`config.mk`:
```
export PLATFORM = sky130hd
export DESIGN_NAME = wptr_full
export DESIGN_NICKNAME = d
export VERILOG_FILES = /design/src/rtl/afifo_pkg.sv /design/src/rtl/wptr_full_gray2bin.sv /design/src/rtl/wptr_full.sv
export SDC_FILE = /design/constraint.sdc
export NUM_CORES = 1
export LEC_CHECK = 0
export CAP_MARGIN = 10
export CORE_ASPECT_RATIO = 1.4
export CORE_MARGIN = 4
export CORE_UTILIZATION = 46
export CTS_CLUSTER_DIAMETER = 100
export DETAILED_ROUTE_END_ITERATION = 8
export GPL_TIMING_DRIVEN = 0
export PLACE_DENSITY = 0.78
export SLEW_MARGIN = 20
export SYNTH_ARGS = -nofsm -noshare
export SYNTH_HDL_FRONTEND = slang
export SYNTH_SLANG_ARGS = --single-unit
```
`constraint.sdc`:
```
create_clock -name clk -period 3.4 [get_ports clk]
set_input_delay 0.34 -clock clk [delete_from_list [all_inputs] [get_ports clk]]
set_output_delay 0.34 -clock clk [all_outputs]
set_load 0.01 [all_outputs]
```
`src/rtl/afifo_pkg.sv`:
```
// Helpers shared by the write- and read-pointer blocks of the async FIFO.
package afifo_pkg;

    localparam int unsigned AFIFO_ADDR_WIDTH = 4;
    localparam int unsigned PTR_MAX_W        = 32;

    typedef logic [PTR_MAX_W-1:0] ptr_word_t;

    // Callers zero-extend narrower pointers in and truncate the result back.
    function automatic ptr_word_t bin2gray(input ptr_word_t b);
        return b ^ (b >> 1);
    endfunction

    function automatic ptr_word_t gray2bin(input ptr_word_t g);
        ptr_word_t b;
        b = '0;
        for (int unsigned i = 0; i < PTR_MAX_W; i++) begin
            b[i] = ^(g >> i);
        end
        return b;
    endfunction

endpackage

```
`src/rtl/wptr_full_gray2bin.sv`:
```
// Combinational Gray-to-binary converter: each bit is the XOR of itself and all higher Gray bits.
module gray2bin #(
    parameter int unsigned WIDTH = 5
) (
    input  logic [WIDTH-1:0] gray_i,
    output logic [WIDTH-1:0] bin_o
);

    always_comb begin
        bin_o = '0;
        for (int unsigned i = 0; i < WIDTH; i++) begin
            bin_o[i] = ^(gray_i >> i);
        end
    end

endmodule

```
`src/rtl/wptr_full.sv`:
```
// Write-side pointer, full/almost-full flags and occupancy for an asynchronous FIFO.
module wptr_full
    import afifo_pkg::*;
#(
    parameter int unsigned ADDR_WIDTH = AFIFO_ADDR_WIDTH,
    parameter int unsigned AF_LEVEL   = 12
) (
    input  logic                  clk,
    input  logic                  rst,
    input  logic                  winc,
    input  logic [ADDR_WIDTH:0]   rptr_gray_sync,
    output logic                  wen,
    output logic [ADDR_WIDTH-1:0] waddr,
    output logic [ADDR_WIDTH:0]   wptr_gray,
    output logic                  full,
    output logic                  almost_full,
    output logic [ADDR_WIDTH:0]   wcount,
    output logic                  overflow
);

    localparam int unsigned   PW        = ADDR_WIDTH + 1;
    localparam logic [PW-1:0] AF_THRESH = PW'(AF_LEVEL);

    logic [PW-1:0]         wbin_q, wbin_d;
    logic [ADDR_WIDTH-1:0] waddr_q;
    logic [PW-1:0]         wgray_q, wgray_d;
    logic [PW-1:0]         wcount_q, wcount_d;
    logic                  full_q, full_d;
    logic                  af_q, af_d;
    logic                  ovf_q, ovf_d;
    logic [PW-1:0]         rbin;
    logic [PW-1:0]         rgray_wrapped;
    logic                  accept;

    gray2bin #(
        .WIDTH(PW)
    ) u_rptr_g2b (
        .gray_i(rptr_gray_sync),
        .bin_o (rbin)
    );

    // Reset gates the write strobe so a pending write is dropped, not just its pointer update.
    assign accept = winc & ~full_q & ~rst;

    // The Gray code of (read pointer + depth) is the read Gray code with its top two bits flipped.
    assign rgray_wrapped = {~rptr_gray_sync[PW-1:PW-2], rptr_gray_sync[PW-3:0]};

    always_comb begin
        wbin_d   = wbin_q + PW'(accept);
        wgray_d  = PW'(bin2gray(ptr_word_t'(wbin_d)));
        wcount_d = wbin_d - rbin;
        full_d   = (wgray_d == rgray_wrapped);
        af_d     = (wcount_d >= AF_THRESH);
        ovf_d    = ovf_q | (winc & full_q);
    end

    always_ff @(posedge clk) begin
        if (rst) begin
            wbin_q   <= '0;
            waddr_q  <= '0;
            wgray_q  <= '0;
            wcount_q <= '0;
            full_q   <= 1'b0;
            af_q     <= 1'b0;
            ovf_q    <= 1'b0;
        end else begin
            wbin_q   <= wbin_d;
            waddr_q  <= wbin_d[ADDR_WIDTH-1:0];
            wgray_q  <= wgray_d;
            wcount_q <= wcount_d;
            full_q   <= full_d;
            af_q     <= af_d;
            ovf_q    <= ovf_d;
        end
    end

    assign wen         = accept;
    assign waddr       = waddr_q;
    assign wptr_gray   = wgray_q;
    assign full        = full_q;
    assign almost_full = af_q;
    assign wcount      = wcount_q;
    assign overflow    = ovf_q;

endmodule

```
# ---- Word-level counts from Yosys, hierarchy flattened
# Cells that the tools add are included.
dict set report word_totals {
  romBits 0
  memories 0
  inputBits 8
  ram_bits 0
  reg_bits 22
  latchBits 0
}
dict set report op_classes {
  bitwise_logic 8
  n_shift 0
  mux 0
  n_lt_le_gt_ge 1
  div 0
  n_eq_ne 1
  reduce_logical 5
  mul 0
  addsub 2
}
# op count
set ops {}
lappend ops {{parity 5 bit} 5}
lappend ops {{adder 5 x 1 -> 5 bit} 1}
lappend ops {{== test 5 bit} 1}
lappend ops {{>= comparator 5 x 4 -> 1 bit, second input constant} 1}
lappend ops {{subtractor 5 bit} 1}
lappend ops {{XOR 5 x 4 -> 5 bit} 1}
lappend ops {{bitwise AND 1 bit} 3}
lappend ops {{inverter 1 bit} 2}
lappend ops {{inverter 2 bit} 1}
lappend ops {{OR 1 bit} 1}

# ---- Longest topological paths before layout
# Gate-level depths: netlist of the first run.
dict set report depth {
  depth_word 6
  depth_mapped 11
  ltp_nobuf 11
}

# ---- Cells and area by module
# A second synthesis of the first run with hierarchy kept.
dict set report unflattened {
  cells_unflattened 84
  hier_area_um2 892.1
}
# mod instances cells_each area_each_um2
set by_module_without_submodules {}
lappend by_module_without_submodules {wptr_full 1 78 819.5}
lappend by_module_without_submodules {gray2bin 1 6 72.6}

# ---- Worst setup path after synthesis of the first run
# OpenSTA, ideal clock, no wires.
dict set report synth_path {
  path_kind {input to register}
  start {input rst}
  end {register af_q, in the netlist almost_full}
  cell_stages 10
  required_time_ps 3267
  setup_ps 133
  arrival_time_ps 2762
  setup_slack_ps 505
  path_buffers 0
  path_cell_list {nor3b_1 ha_1 nand3_1 xor2_1 inv_1 ha_1 nor3b_1 a311o_1 a311oi_2 o211ai_1}
}
dict set report synth_via {
  elab_chain_len 5
}
# item line_no
set synth_lines {}
lappend synth_lines {{start, declared} wptr_full.sv:9} ;# input logic rst,
lappend synth_lines {{inverter 1 bit} wptr_full.sv:43} ;# assign accept = winc & ~full_q & ~rst;
lappend synth_lines {{bitwise AND 1 bit} wptr_full.sv:43}
lappend synth_lines {{adder 5 x 1 -> 5 bit} wptr_full.sv:49} ;# wbin_d = wbin_q + PW'(accept);
lappend synth_lines {{via wbin_d[3]} wptr_full.sv:24} ;# logic [PW-1:0] wbin_q, wbin_d;
lappend synth_lines {{subtractor 5 bit} wptr_full.sv:51} ;# wcount_d = wbin_d - rbin;
lappend synth_lines {{>= comparator 5 x 4 -> 1 bit} wptr_full.sv:53} ;# af_d = (wcount_d >= AF_THRESH);
lappend synth_lines {{end signal, assigned} wptr_full.sv:64} ;# af_q <= 1'b0;
lappend synth_lines {{end signal, assigned} wptr_full.sv:72} ;# af_q <= af_d;
lappend synth_lines {{end, declared} wptr_full.sv:29} ;# logic af_q, af_d;
# The timed path passes the listed nets, and every way through them passes these cells.
# A chain may end at the register's enable or synchronous reset.

# ---- Final worst setup path of the first run
# Ends and elaborated chain as after synthesis.

==> results of run 1 <==
layout make-up:
class	instances	area share
Sequential cell	17	0.277
Multi-Input combinational cell	71	0.453
Clock buffer	3	0.0183
Inverter	7	0.0214
Clock inverter	1	0.00407
Buffer	1	0.00305
Timing Repair Buffer	25	0.203
Tap cell	20	0.0203
power by group:
part	internal, mW	switching [mW]	leakage, nW
clock	0.0438	0.0628	0.0177
combinational	0.0903	0.0785	0.351
sequential	0.218	0.00531	0.139
critical path: stages:
cell and delay [ns]:
clkdlybuf4s50_1 0.61, nor3b_2 0.10, ha_1 0.21, ha_1 0.21
xnor2_1 0.38, inv_2 0.17, ha_1 0.33, nor2b_1 0.15
a311o_1 0.36, a311oi_2 0.32, o211ai_1 0.13
cells by family (layout without fill, tap and decap cells):
kind of cell               Yosys count  after routing  synth area share
DFF                                 17             17             0.372
and+or+nand+nor                     34             34             0.196
adders and majority gates            7              7            0.0958
buffers and inverters                8             37            0.0328
xor gates and xnor gates            19             19             0.208
AOI/OAI and AO/OA                   11             11            0.0958
final timing paths:
path | slack (ns) | end | startpoint
setup / recovery | 0.25 | almost_full$_SDFF_PP0_ | rst
hold / removal | 0.50 | overflow$_SDFF_PP0_ | overflow$_SDFF_PP0_
setup reg to reg | 0.57 | almost_full$_SDFF_PP0_ | full$_SDFF_PP0_
hold reg to reg | 0.50 | overflow$_SDFF_PP0_ | overflow$_SDFF_PP0_
placed cells by master, fill, tap and decap left out, types with 3 or more instances in the layout:
cell,Yosys,layout
clkdlybuf4s50_1,0,25
xor2_1,4,3
ha_1,7,7
inv_1,5,5
nand3_1,5,5
o211ai_1,3,3
nor2b_1,3,3
dfxtp_1,17,17
clkbuf_4,0,3
nor2_1,12,12
xnor2_1,13,13
registers in the layout, indices dropped and copies added (netlist names):
register,flops
almost_full,1
wbin_q,5
full,1
overflow,1
wcount,5
wptr_gray,4
stage by stage:
step,cell area [um^2],hold WS (ns),worst slack (ns),setup TNS (ns)
2_1_floorplan,915,0.412,0.505,0
3_3_place_gp,1190,0.448,-0.165,-0.262
3_5_place_dp,1190,0.471,-0.174,-0.292
4_1_cts,1220,0.493,0.136,0
5_1_grt,1230,0.548,0.0518,0
6_report,1230,0.496,0.245,0
routing by layer:
layer / global-route usage / wire length (um) / vias up
li1: - / - / 387
met1: 0.159 / 732 / 344
met2: 0.265 / 1000 / 17
met3: 0.0267 / 70 / 5
met4: 0.105 / 50 / 0
met5: 0 / 0 / -
what timing repair did:
item                                    CTS  global route
resized for setup                         0             2
endpoints found under the setup margin    0             2
setup buffers                             0             0
==> impl_metrics.json, run 1 <==
{
  "place.gp.congestion": 0.835,
  "critPathMaxFanout": 8,
  "dieArea_um2": 2780,
  "fill_cells": 148,
  "cts_root_buf": "clkbuf_4",
  "num_vias": 753,
  "die_h_um": 60.8,
  "initial_utilization": 0.501,
  "ys.flop_type": "dfxtp_1",
  "synth_common_cells": "dfxtp_1, xnor2_1, nor2_1",
  "reg2reg_depth": 10,
  "cap_violations": 0,
  "routedWlPerCell_um": 12.8,
  "fin_util": 0.674,
  "status": "complete, no violations",
  "synth_edf_count": 0,
  "syn_to_final_growth_pct": 34.5,
  "cp-end-kind": "flop",
  "clock_sinks": 17,
  "finalCritPeriodShare": 0.928,
  "holdPathStages": 2,
  "synthMostInstantiatedCell": "dfxtp_1",
  "fin_skew_ns": 0.00646,
  "finalSetupViolations": 0,
  "dp_hpwl_mm": 1.52,
  "std_cell_rows": 18,
  "path_class": "in2reg",
  "clock_latency_ns": 0.29,
  "drt_iter0_drc": 3,
  "antenna_left": 0,
  "core_area_um2": 1820,
  "synthArstFlopShare": 0,
  "grtUsageTotal": 0.152,
  "seq_area_um2": 340,
  "layout-drive-gt1-share": 0.0880,
  "clk_pin_slew_worst_paths_ns": 0.10,
  "diodes": 0,
  "synth_area_um2": 915,
  "yosys.cell_types.count": 29,
  "period_minus_slack_ns": 3.15,
  "leakage_nw": 0.508,
  "stdcell_count": 145,
  "syn_nets": 111,
  "ir_worst_vdd_mv": 0.318,
  "drt-total-wl_mm": 1.86,
  "htree_levels": 1,
  "pin_count": 26,
  "die_x_um": 45.7,
  "synthCells": 96,
  "fin_total_pwr_mw": 0.498,
  "cts_tree": "built",
  "synth_area_leaders": "dfxtp_1, xnor2_1, ha_1",
  "dp_cells": 141,
  "vias_per_cell": 5.19,
  "grt_remaining_overflow": 0,
  "nNetsFinal": 141,
  "drc": 0,
  "numCtsBuffers": 3,
  "finalHoldViolations": 0,
  "yosysTopAreaCellShare": 0.372,
  "port_buffers": 25,
  "first_pass_iters": 2,
  "syn_area_per_cell_um2": 9.53,
  "worstSetupStartpointType": "input pin",
  "worst_slew_pin_slew_ns": 0.548,
  "slew-limit-headroom": 0.633,
  "grt_pass1_vias": 692,
  "antenna_found_initial": 0,
  "rsz0062_at_grt": "false",
  "yosysSeqAreaShare": 0.372,
  "ys_ff_latch": 17,
  "p_per_area_nw_per_um2": 405,
  "grt_pass1_wl_mm": 2.96,
  "crit_required_ns": 3.58,
  "grt_max_degree": 11,
  "hold_path.class": "reg2reg",
  "cts_buffer_depth": 2,
  "multiInputGateArea_um2": 557,
  "cts-hold-fix-buffers": 0,
  "slew_viol_final": 0,
  "clock.fmax_mhz": 317,
  "critPathArrivalTime_ns": 3.33,
  "yosys_warnings": 0,
  "yosys.area.top_type": "dfxtp_1"
}
Note: power is estimated with default switching activity, not from simulation.
==> run 2: changes to the inputs <==
==> constraint.sdc (replaced) <==
create_clock -name clk -period 3.4 [get_ports clk]
set_input_delay 1.02 -clock clk [delete_from_list [all_inputs] [get_ports clk]]
set_output_delay 1.02 -clock clk [all_outputs]
set_load 0.01 [all_outputs]
==> impl_metrics.json, run 2 (synthesis results as in run 1) <==
{
  "hold_path.class": "reg2reg",
  "numCtsBuffers": 3,
  "fin_util": 0.750,
  "fill_cells": 124,
  "port_buffers": 25,
  "die_x_um": 45.7,
  "status": "complete, no violations",
  "fin_skew_ns": 0.00705,
  "startpoint": "rptr_gray_sync[3]",
  "seq_area_um2": 340,
  "dieArea_um2": 2780,
  "p_per_area_nw_per_um2": 387,
  "rr_startpoint": "full$_SDFF_PP0_",
  "path_class": "in2reg",
  "worstSetupStartpointType": "input pin",
  "vias_per_cell": 5.60,
  "met2_usage": 0.333,
  "die_h_um": 60.8,
  "clk_pin_slew_worst_paths_ns": 0.09,
  "std_cell_rows": 18,
  "cts_root_buf": "clkbuf_4",
  "ff2ff_setup_slack_ns": 0.77,
  "timing.rr.end": "almost_full$_SDFF_PP0_",
  "cts_tree": "built",
  "nNetsFinal": 147,
  "antenna_left": 0,
  "placed_cell_area_um2": 1190,
  "grt_pass1_vias": 786,
  "crit_required_ns": 3.57,
  "slew-limit-headroom": 0.578,
  "cap_violations": 0,
  "layout_commonest_cell": "clkdlybuf4s50_1",
  "grt_use_met1": 0.179,
  "multiInputGateArea_um2": 652,
  "slew_viol_final": 0,
  "holdWs_ns": 0.485,
  "clock_sinks": 17,
  "ir_worst_vdd_mv": 0.272,
  "finalSetupViolations": 0,
  "htree_levels": 1,
  "routedWlPerCell_um": 14.9,
  "busiest_layer": "met2",
  "drc": 0,
  "drt_iter0_drc": 7,
  "grt_max_degree": 11,
  "mostFrequentLayoutCells": "clkdlybuf4s50_1, dfxtp_1, nor2_1, xnor2_1, buf_4",
  "layout-drive-gt1-share": 0.206,
  "critPathArrivalTime_ns": 3.45,
  "leakage_nw": 0.565,
  "crit_path_end": "almost_full$_SDFF_PP0_",
  "clock.fmax_mhz": 304,
  "grt_pass1_wl_mm": 3.54,
  "num_vias": 845,
  "core_area_um2": 1820,
  "finalCritPeriodShare": 0.966,
  "diodes": 0,
  "grt_use_met3": 0.0148,
  "reg2reg_depth": 10,
  "grtUsageTotal": 0.186,
  "critPathMaxFanout": 5,
  "clock_latency_ns": 0.29,
  "cts-hold-fix-buffers": 0,
  "dp_hpwl_mm": 1.55,
  "syn_to_final_growth_pct": 49.7,
  "cp-end-kind": "flop",
  "cts_buffer_depth": 2,
  "place.gp.congestion": 0.833,
  "setup_tns_ns": 0,
  "antenna_found_initial": 0,
  "period_minus_slack_ns": 3.29,
  "drt-total-wl_mm": 2.26,
  "grt_remaining_overflow": 0,
  "first_pass_iters": 4,
  "finalHoldViolations": 0,
  "pin_count": 26,
  "rsz0062_at_grt": "false",
  "initial_utilization": 0.501,
  "worst_slew_pin_slew_ns": 0.631,
  "final_area_um2": 1370
}
run 2: cell types whose count changed in the layout (fill, tap and decap cells not counted), sizes merged:
cell and delta:
buf +6, dlymetal6s2s +2, clkdlybuf4s50 -3, clkbuf +2
clkinv -1
run 2: repair_timing:
item,in CTS,in global routing
pin swaps,10,6
buffers inserted,5,1
endpoints found under the hold margin,0,0
gates cloned,0,0
setup endpoints to repair,5,6
resized for setup,15,5
run 2: metrics by stage:
step                instances  setup slack (ns)  power, mW
CTS                       150           0.00804      0.526
global placement          141            -0.745      0.394
floorplan                  96            0.0132      0.330
global route              151            0.0141      0.564
finish                    151             0.115      0.530
detailed placement        141            -0.814      0.399
run 2: worst min path at each step:
stage                             start                   to  slack (ns)  cells after the start
floorplan           overflow$_SDFF_PP0_  overflow$_SDFF_PP0_        0.50                      2
global placement    overflow$_SDFF_PP0_  overflow$_SDFF_PP0_        0.45                      2
detailed placement  overflow$_SDFF_PP0_  overflow$_SDFF_PP0_        0.45                      2
CTS                 overflow$_SDFF_PP0_  overflow$_SDFF_PP0_        0.48                      2
global route        overflow$_SDFF_PP0_  overflow$_SDFF_PP0_        0.54                      2
finish              overflow$_SDFF_PP0_  overflow$_SDFF_PP0_        0.48                      2
run 2: power breakdown:
part,internal [mW],switching [mW]
Combinational,0.109,0.0933
Clock,0.0456,0.0587
Sequential,0.218,0.00591
run 2: area by class of cell:
type	instances	share of cell area
multi-input combinational	71	0.476
sequential	17	0.249
timing repair buffer	31	0.216
clock buffer	4	0.0192
inverter	7	0.0192
tap	20	0.0183
buffer	1	0.00274
run 2: per-layer routing:
metal / share of wire / wire length (um) / vias up
li1: - / - / 401
met1: 0.35 / 783 / 374
met2: 0.51 / 1150 / 51
met3: 0.059 / 134 / 19
met4: 0.085 / 191 / 0
met5: 0 / 0 / -
run 2: worst max-delay path, stage by stage:
cell and delay, ns:
clkdlybuf4s50_1 0.55, xor3_2 0.41, buf_4 0.19, inv_2 0.08, ha_1 0.24, nor2b_1 0.16, a311o_1 0.36, a311oi_2 0.33
o211ai_1 0.11
==> run 3: changes to the inputs <==
clock period = 3.17 ns   (was 3.4 ns; I/O delays follow)
==> impl_metrics.json, run 3 (synthesis results as in run 1) <==
{
  "status": "complete, no violations",
  "die_x_um": 45.7,
  "final_area_um2": 1360,
  "stdcell_count": 150,
  "cap_violations": 0,
  "slowest_stage": "clkdlybuf4s50_1",
  "drt_iter0_drc": 9,
  "num_vias": 787,
  "grt_pass1_wl_mm": 3.43,
  "cp_slowest_stage_delay_ns": 0.69,
  "std_cell_rows": 18,
  "slew_viol_final": 0,
  "port_buffers": 25,
  "switching_power_mw": 0.167,
  "dieArea_um2": 2780,
  "critPathMaxFanout": 4,
  "diodes": 0,
  "grt_remaining_overflow": 0,
  "vias_per_cell": 5.25,
  "rr_startpoint": "full$_SDFF_PP0_",
  "placed_cell_area_um2": 1240,
  "finalHoldViolations": 0,
  "cts_buffer_depth": 2,
  "clk_pin_slew_worst_paths_ns": 0.10,
  "worst_slew_pin_slew_ns": 0.576,
  "p_seq_frac": 0.433,
  "drt-total-wl_mm": 2.05,
  "crit_required_ns": 3.34,
  "cp-end-kind": "flop",
  "min_to": "overflow$_SDFF_PP0_",
  "htree_levels": 1,
  "pin_count": 26,
  "fin_skew_ns": 0.000913,
  "swShare": 0.300,
  "numCtsBuffers": 3,
  "finalSetupViolations": 0,
  "layout-drive-gt1-share": 0.215,
  "slew-limit-headroom": 0.614,
  "p_per_area_nw_per_um2": 409,
  "first_pass_iters": 3,
  "critPathArrivalTime_ns": 3.22,
  "rsz0062_at_grt": "false",
  "timing.rr.end": "almost_full$_SDFF_PP0_",
  "dp_cells": 141,
  "p_comb_frac": 0.360,
  "holdWs_ns": 0.486,
  "finalCritPeriodShare": 0.963,
  "path_class": "in2reg",
  "grt_max_degree": 11,
  "setup_tns_ns": 0,
  "syn_to_final_growth_pct": 48.7,
  "cts_root_buf": "clkbuf_4",
  "p_int_mw": 0.389,
  "period_minus_slack_ns": 3.05,
  "clock_latency_ns": 0.29,
  "antenna_left": 0,
  "path_cells": "clkdlybuf4s50_1 > xnor2_1 > xnor2_1 > ha_1 > inv_1 > ha_2 > or3_1 > and4_1 > o21ai_2 > o211ai_1",
  "place.gp.congestion": 0.822,
  "hp-start": "overflow$_SDFF_PP0_",
  "core_area_um2": 1820,
  "routedWlPerCell_um": 13.7,
  "dp_hpwl_mm": 1.58,
  "ir_worst_vdd_mv": 0.325,
  "initial_utilization": 0.501,
  "hold_path.class": "reg2reg",
  "leakage_nw": 0.565,
  "clock_power_share": 0.207,
  "clock.fmax_mhz": 328,
  "grt_pass1_vias": 808,
  "fin_total_pwr_mw": 0.556,
  "cts_tree": "built",
  "mostFrequentLayoutCells": "clkdlybuf4s50_1, dfxtp_1, nor2_1, xnor2_1, buf_4",
  "reg2reg_depth": 10,
  "worstSetupStartpointType": "input pin",
  "drc": 0,
  "holdPathStages": 2,
  "crit_family": "buffers and inverters",
  "crit_top_cell": "xnor2_1",
  "die_h_um": 60.8,
  "clock_sinks": 17,
  "layout_commonest_cell": "clkdlybuf4s50_1",
  "grtUsageTotal": 0.174,
  "ff2ff_setup_slack_ns": 0.66,
  "nNetsFinal": 146,
  "path_buf_inv": 2,
  "antenna_found_initial": 0
}
run 3: cell count changes in the layout (fill, tap and decap cells not counted):
cell,previous run,this run
nand3_2,0,1
ha_4,2,3
dlygate4sd2_1,0,1
clkinv_2,0,1
nand3_1,5,4
xnor2_1,9,10
xnor2_4,2,1
clkbuf_1,2,1
dlymetal6s2s_1,2,3
inv_1,5,4
ha_2,3,2
inv_2,2,3
clkdlybuf4s50_1,22,20
buf_4,6,5
run 3: power groups by stage:
stage	sequential [mW]	clock, mW	combinational (mW)
3_5_place_dp	0.245	0	0.188
4_1_cts	0.241	0.116	0.203
5_1_grt	0.243	0.128	0.222
2_1_floorplan	0.255	0	0.103
3_3_place_gp	0.244	0	0.184
6_report	0.240	0.115	0.200
run 3: area by class of cell:
class	instances	area, um^2
flip-flops and latches	17	340
clock inverters	1	5.00
multi-input cells	71	648
plain buffers	1	3.75
repair buffers	30	289
clock buffers	3	22.5
well taps	20	25.0
inverters	7	26.3
fillers	131	464
run 3: worst max-delay path by stage:
stage,startpoint,end,cells past startpoint
detailed placement,rst,almost_full$_SDFF_PP0_,11
global placement,rst,almost_full$_SDFF_PP0_,11
CTS,winc,almost_full$_SDFF_PP0_,11
floorplan,winc,almost_full$_SDFF_PP0_,10
finish,rptr_gray_sync[1],almost_full$_SDFF_PP0_,10
global route,rptr_gray_sync[1],almost_full$_SDFF_PP0_,10
run 3: timing repair:
item,in CTS,in global routing
hold buffers,0,0
resized for setup,11,5
pin swaps,5,3
setup endpoints to repair,6,5
setup buffers,5,0
run 3: metrics by stage:
stage | utilization | setup WS [ns]
floorplan | - | 0.0225
global placement | 0.679 | -0.796
detailed placement | 0.679 | -0.826
CTS | 0.743 | -0.0698
global route | 0.746 | 0.0180
finish | 0.746 | 0.119
run 3: per-layer routing:
layer / global-route usage / wire (um) / vias up
met3: 0.0297 / 97 / 5
met1: 0.186 / 808 / 365
met2: 0.317 / 1110 / 18
li1: - / - / 399
met4: 0.0837 / 42 / 0
met5: 0 / 0 / -
run 3: worst register-to-register path, stage by stage (launching register included):
cell and delay (ns):
dfxtp_1 0.36, nor3b_4 0.22, ha_2 0.22, ha_4 0.15, xnor2_2 0.14, inv_2 0.06
ha_1 0.30, nor2b_1 0.15, a311o_1 0.36, a311oi_2 0.32, o211ai_1 0.11
